**config.mk**
```make
export PLATFORM = sky130hd
export DESIGN_NAME = memory_access_sequencer_flat
export DESIGN_NICKNAME = d
export VERILOG_FILES = /design/src/rtl/memory_access_sequencer_pkg.sv /design/src/rtl/memory_access_sequencer_if.sv /design/src/rtl/memory_access_sequencer_store_data_merger.sv /design/src/rtl/memory_access_sequencer.sv /design/src/flat_wrapper.sv
export SDC_FILE = /design/constraint.sdc
export NUM_CORES = 1
export LEC_CHECK = 0
export CORE_MARGIN = 2
export CORE_UTILIZATION = 50
export DETAILED_ROUTE_END_ITERATION = 10
export GPL_ROUTABILITY_DRIVEN = 0
export PLACE_DENSITY = 0.86
export SLEW_MARGIN = 40
export SYNTH_ARGS = -nofsm -noshare
export SYNTH_HDL_FRONTEND = slang
export SYNTH_SLANG_ARGS = --single-unit
```
**constraint.sdc**
```tcl
create_clock -name clock -period 3.75 [get_ports clock]
set_clock_uncertainty 0.1 [all_clocks]
set_input_delay 0.375 -clock clock [delete_from_list [all_inputs] [get_ports clock]]
set_output_delay 0.375 -clock clock [all_outputs]
set_load 0.02 [all_outputs]
```
**src/rtl/memory_access_sequencer_pkg.sv**
```systemverilog
// memory_access_sequencer_pkg: shared types and decode helpers for the load/store sequencer
package memory_access_sequencer_pkg;
  typedef enum logic [1:0] {MM_NOP, MM_LOAD, MM_STORE_PRELOAD, MM_STORE} MemoryMode_t;
  typedef enum logic [2:0] {
    F3_B  = 3'b000,
    F3_H  = 3'b001,
    F3_W  = 3'b010,
    F3_BU = 3'b100,
    F3_HU = 3'b101
  } Funct3_t;
  typedef enum logic [2:0] {S_IDLE, S_LOAD, S_PRELOAD, S_STORE, S_HALT} SequencerState_t;
  function automatic logic legal_load(input logic [2:0] f);
    return f inside {F3_B, F3_H, F3_W, F3_BU, F3_HU};
  endfunction
  function automatic logic legal_store(input logic [2:0] f);
    return f inside {F3_B, F3_H, F3_W};
  endfunction
endpackage

```
**src/rtl/memory_access_sequencer_if.sv**
```systemverilog
// memory_access_sequencer_if: request/controller bus between control unit, memory controller and sequencer
// master: drives start/isLoad/isStore/funct3/offset/rs2/preloadWord/unalignedAccess
// slave: drives memoryMode/storeData/busy/done/error
interface memory_access_sequencer_if;
  import memory_access_sequencer_pkg::*;
  logic start;
  logic isLoad;
  logic isStore;
  logic [2:0] funct3;
  logic [1:0] offset;
  logic [31:0] rs2;
  logic [31:0] preloadWord;
  logic unalignedAccess;
  MemoryMode_t memoryMode;
  logic [31:0] storeData;
  logic busy;
  logic done;
  logic error;
  modport master (
    output start, isLoad, isStore, funct3, offset, rs2, preloadWord, unalignedAccess,
    input memoryMode, storeData, busy, done, error
  );
  modport slave (
    input start, isLoad, isStore, funct3, offset, rs2, preloadWord, unalignedAccess,
    output memoryMode, storeData, busy, done, error
  );
endinterface

```
**src/rtl/memory_access_sequencer_store_data_merger.sv**
```systemverilog
// store_data_merger: combinational read-modify-write merge of rs2 into a preloaded word
// in: preloadWord, rs2, funct3 (sb/sh/sw), offset; out: mergedWord
module store_data_merger
  import memory_access_sequencer_pkg::*;
(
  input  logic [31:0] preloadWord,
  input  logic [31:0] rs2,
  input  logic [2:0]  funct3,
  input  logic [1:0]  offset,
  output logic [31:0] mergedWord
);
  logic [3:0] be;
  logic [31:0] wdata;
  assign be = funct3 == F3_W ? 4'hf : funct3 == F3_H ? (offset[1] ? 4'hc : 4'h3) : 4'b0001 << offset;
  assign wdata = funct3 == F3_W ? rs2 : funct3 == F3_H ? {2{rs2[15:0]}} : {4{rs2[7:0]}};
  genvar b;
  for (b = 0; b < 4; b++) begin : g_byte
    assign mergedWord[8*b +: 8] = be[b] ? wdata[8*b +: 8] : preloadWord[8*b +: 8];
  end
endmodule

```
**src/rtl/memory_access_sequencer.sv**
```systemverilog
// memory_access_sequencer: sequences one load/store into NOP/LOAD/STORE_PRELOAD/STORE for the memory controller
// clock, reset (sync, active-low); bus: slave side of memory_access_sequencer_if
module memory_access_sequencer
  import memory_access_sequencer_pkg::*;
(
  input logic clock,
  input logic reset,
  memory_access_sequencer_if.slave bus
);
  SequencerState_t state_q, state_d;
  logic [2:0] funct3_q, funct3_d;
  logic [31:0] rs2_q, rs2_d, merge_q, merge_d, merged;
  logic error_q, error_d;
  logic accept, load_ok, store_ok;
  assign accept = state_q == S_IDLE && bus.start;
  assign load_ok = bus.isLoad && !bus.isStore && legal_load(bus.funct3);
  assign store_ok = bus.isStore && !bus.isLoad && legal_store(bus.funct3);
  store_data_merger u_merger (
    .preloadWord(bus.preloadWord),
    .rs2(rs2_q),
    .funct3(funct3_q),
    .offset(bus.offset),
    .mergedWord(merged)
  );
  always_ff @(posedge clock) begin
    if (!reset) begin
      state_q <= S_IDLE;
      funct3_q <= '0;
      rs2_q <= '0;
      merge_q <= '0;
      error_q <= 1'b0;
    end else begin
      state_q <= state_d;
      funct3_q <= funct3_d;
      rs2_q <= rs2_d;
      merge_q <= merge_d;
      error_q <= error_d;
    end
  end
  always_comb begin
    state_d = state_q;
    case (state_q)
      S_IDLE:    state_d = !bus.start ? S_IDLE : load_ok ? S_LOAD : store_ok ? S_PRELOAD : S_HALT;
      S_LOAD:    state_d = bus.unalignedAccess ? S_HALT : S_IDLE;
      S_PRELOAD: state_d = bus.unalignedAccess ? S_HALT : S_STORE;
      S_STORE:   state_d = bus.unalignedAccess ? S_HALT : S_IDLE;
      default:   state_d = S_HALT;
    endcase
    funct3_d = accept ? bus.funct3 : funct3_q;
    rs2_d = accept ? bus.rs2 : rs2_q;
    merge_d = state_q == S_PRELOAD ? merged : merge_q;
    error_d = error_q || state_d == S_HALT;
  end
  // a mid-sequence misalignment in STORE suppresses the write, not just the done pulse
  always_comb begin
    bus.busy = state_q != S_IDLE;
    bus.done = (state_q == S_LOAD || state_q == S_STORE) && !bus.unalignedAccess;
    bus.memoryMode = state_q == S_LOAD ? MM_LOAD :
                     state_q == S_PRELOAD ? MM_STORE_PRELOAD :
                     state_q == S_STORE && !bus.unalignedAccess ? MM_STORE : MM_NOP;
    bus.storeData = merge_q;
    bus.error = error_q;
  end
endmodule

```
**src/flat_wrapper.sv**
```systemverilog
// flat-port wrapper written by rule: the top's interface ports become plain ports
module memory_access_sequencer_flat import memory_access_sequencer_pkg::*;
  (clock, reset, bus_start, bus_isLoad, bus_isStore, bus_funct3, bus_offset, bus_rs2, bus_preloadWord, bus_unalignedAccess, bus_memoryMode, bus_storeData, bus_busy, bus_done, bus_error);
  memory_access_sequencer_if bus_i ();
  input logic clock;
  input logic reset;
  input wire logic [$bits(bus_i.start)-1:0] bus_start;
  input wire logic [$bits(bus_i.isLoad)-1:0] bus_isLoad;
  input wire logic [$bits(bus_i.isStore)-1:0] bus_isStore;
  input wire logic [$bits(bus_i.funct3)-1:0] bus_funct3;
  input wire logic [$bits(bus_i.offset)-1:0] bus_offset;
  input wire logic [$bits(bus_i.rs2)-1:0] bus_rs2;
  input wire logic [$bits(bus_i.preloadWord)-1:0] bus_preloadWord;
  input wire logic [$bits(bus_i.unalignedAccess)-1:0] bus_unalignedAccess;
  output wire logic [$bits(bus_i.memoryMode)-1:0] bus_memoryMode;
  output wire logic [$bits(bus_i.storeData)-1:0] bus_storeData;
  output wire logic [$bits(bus_i.busy)-1:0] bus_busy;
  output wire logic [$bits(bus_i.done)-1:0] bus_done;
  output wire logic [$bits(bus_i.error)-1:0] bus_error;
  assign bus_i.start = bus_start;
  assign bus_i.isLoad = bus_isLoad;
  assign bus_i.isStore = bus_isStore;
  assign bus_i.funct3 = bus_funct3;
  assign bus_i.offset = bus_offset;
  assign bus_i.rs2 = bus_rs2;
  assign bus_i.preloadWord = bus_preloadWord;
  assign bus_i.unalignedAccess = bus_unalignedAccess;
  assign bus_memoryMode = bus_i.memoryMode;
  assign bus_storeData = bus_i.storeData;
  assign bus_busy = bus_i.busy;
  assign bus_done = bus_i.done;
  assign bus_error = bus_i.error;
  memory_access_sequencer u_core (.clock(clock), .reset(reset), .bus(bus_i));
endmodule
```
==> impl_metrics.json <==
{
  "num_antenna_cells": 0,
  "ctsResizeCount": 0,
  "place_ws_ns": 1.36,
  "clock-root-buffer": "clkbuf_8",
  "critPathMaxStageDelay_ns": 0.64,
  "die_area_um2": 7520,
  "postCtsSetupBuffers": 0,
  "swShare": 0.275,
  "antenna_left": 0,
  "p_seq_frac": 0.504,
  "synth-seq-cells": 71,
  "critPathBufInv": 1,
  "synth_common_cells": "90 x nand2_1, 71 x dfxtp_1, 41 x a21oi_1",
  "fin_ws_ns": 1.41,
  "synth_area_leader_cell": "dfxtp_1",
  "crit_path_top_delay_cell": "dfxtp_1",
  "cp_top_family": "flip-flops",
  "synth_area_um2": 3420,
  "worstSetupStartpointType": "flip-flop",
  "grt_setup_unrepaired": "no",
  "crit_arrival_ns": 2.45,
  "dr.pass1.iters": 5,
  "core-area_um2": 6720,
  "drive_gt1_frac": 0.0536,
  "ys.flop_type": "dfxtp_1",
  "grt.total_usage": 0.254,
  "htreeDepth": 3,
  "crit_required_ns": 3.87,
  "setup_viol": 0,
  "async_flop_share": 0,
  "finalHoldViolCount": 0,
  "clkSlewWorstSetupHoldPaths_ns": 0.07,
  "p_sw_mw": 0.454,
  "clkPwrFrac": 0.306,
  "syn_nets": 482,
  "hpwl_mm": 6.56,
  "via_per_inst": 5.79,
  "critPathMaxFanout": 15,
  "nNetsFinal": 577,
  "path_cells": "nor3b_4 -> buf_6 -> a211o_1 -> mux2i_1 -> a21oi_1",
  "yosysTopAreaCellShare": 0.415,
  "max_freq_mhz": 428,
  "setup-tns-final_ns": 0,
  "ys_seq_area_frac": 0.415,
  "ir_drop_v": 0.000185,
  "ff_latch_area_um2": 1420,
  "p_total_mw": 1.65,
  "status": "completed",
  "finalCritPeriodShare": 0.623,
  "cts_buffer_depth": 2,
  "vias": 3384,
  "synth.avg_cell_area_um2": 8.41,
  "drt-initial-drc-count": 243,
  "end_kind": "flip-flop",
  "grt_first_pass_wirelength_mm": 15.0,
  "die_height_um": 86.7,
  "ys_top_cells_by_area": "dfxtp_1 42%, nand2_1 9.9%, a21boi_1 7.7%, mux2i_1 7.0%, a21oi_1 6.0%",
  "synth_edf_count": 0,
  "synth_cells": 407,
  "die_x_um": 86.7,
  "placementRows": 30,
  "critPathKind": "reg -> reg",
  "initial_utilization": 0.509,
  "maxSlewViolCount": 0,
  "cap_violations": 0,
  "grt-ovfl-total": 0,
  "multi_input_area_um2": 1820,
  "io_pins": 112,
  "dpl.cell_count": 570,
  "finalCriticalPeriod_ns": 2.34,
  "portBuffers": 111,
  "yosysMostFrequentCell": "nand2_1",
  "antenna_found_initial": 0,
  "wire_per_inst_um": 16.2,
  "numCtsBuffers": 9,
  "cts_tree": "done",
  "p_comb_frac": 0.190,
  "p_leak_nw": 1.77,
  "finish.utilization": 0.696,
  "drt-total-wl_mm": 9.49,
  "ys_types": 39,
  "holdBufCountCts": 0,
  "tightest_slew_ns": 0.704,
  "stdcell_count": 584,
  "slew_headroom": 0.530,
  "p_per_area_nw_per_um2": 353,
  "area_delta_synth_final_pct": 36.7,
  "intPower_mw": 1.20,
  "cts.sinks": 71,
  "insertion_delay_ns": 0.34,
  "drc_errors": 0,
  "fillCellCount": 515,
  "ys_warn_count": 0,
  "grt_pass1_vias": 3159,
  "hold_path.class": "reg -> reg",
  "grt_max_degree": 43
}
## power by group through the flow
stage | Clock, mW | Combinational, mW | Sequential [mW]
global placement | 0 | 0.305 | 0.845
CTS | 0.507 | 0.313 | 0.830
detailed placement | 0 | 0.311 | 0.847
finish | 0.505 | 0.314 | 0.832
global route | 0.539 | 0.342 | 0.835
floorplan | 0 | 0.185 | 0.835
## worst paths after layout
path,cells after the start,slack (ns),end,start
worst max-delay path,5,1.41,u_core.bus.storeData[12],u_core.funct3_q[1]
worst max register to register,5,1.41,u_core.bus.storeData[12],u_core.funct3_q[1]
worst min-delay path,2,0.35,u_core.rs2_q[24],u_core.rs2_q[24]
worst min register to register,2,0.35,u_core.rs2_q[24],u_core.rs2_q[24]
## registers in the layout, summed over array words and instances (netlist names)
signal and cells:
u_core.bus.storeData 32, u_core.bus.error 1, u_core.funct3_q 3, u_core.state_q 3, u_core.rs2_q 32
## cell usage in the layout (no fill, tap or decap), drive strengths merged
cell type and instances:
a211o 1, a211oi 1, a21boi 35, a21oi 41
and2 2, and3 1, buf 6, clkbuf 11
clkdlybuf4s50 110, clkinv 2, dfxtp 71, inv 11
mux2 8, mux2i 24, nand2 90, nand2b 1
nand3 26, nand3b 1, nand4 1, nand4bb 1
nor2 3, nor3 3, nor3b 1, nor4b 2
o211ai 1, o21a 1, o21ai 26, o21ba 1
o221ai 16, o22ai 1, o31a 1, o41a 1
or2 1, or3 1, or3b 1
## layer usage
| metal | up-vias | GRT usage | wire length (um) |
|---|---|---|---|
| li1 | 1618 | - | - |
| met1 | 1587 | 0.337 | 4110 |
| met2 | 149 | 0.391 | 4330 |
| met3 | 30 | 0.0514 | 729 |
| met4 | 0 | 0.129 | 314 |
| met5 | - | 0 | 0 |
## final cells by class
type / instances / share of cell area
clock buffers: 11 / 0.0302
flip-flops and latches: 71 / 0.304
well taps: 80 / 0.0214
repair buffers: 116 / 0.245
multi-input cells: 293 / 0.389
clock inverters: 2 / 0.00214
inverters: 11 / 0.00882
## worst register-to-register path, delay by kind of cell (launching register included)
family / cells / cell delay, ns
AND/OR/NAND/NOR: 1 / 0.45
multiplexers: 1 / 0.27
AO/OA/AOI/OAI: 2 / 0.52
flip-flops: 1 / 0.64
buffers and inverters: 1 / 0.23
## metrics by stage
stage,cell area (um^2),hold slack (ns)
5_1_grt,4680,0.375
3_3_place_gp,4510,0.340
3_5_place_dp,4520,0.346
4_1_cts,4670,0.355
2_1_floorplan,3420,0.331
6_report,4680,0.355
## kinds of logic after synthesis
| group | count (synthesis) | synth area share |
|---|---|---|
| and+or+nand+nor | 135 | 0.192 |
| DFF | 71 | 0.415 |
| muxes | 32 | 0.0965 |
| AOI/OAI and AO/OA | 126 | 0.239 |
| buffers and inverters | 43 | 0.0570 |
Note: power is estimated with default switching activity, not from simulation.
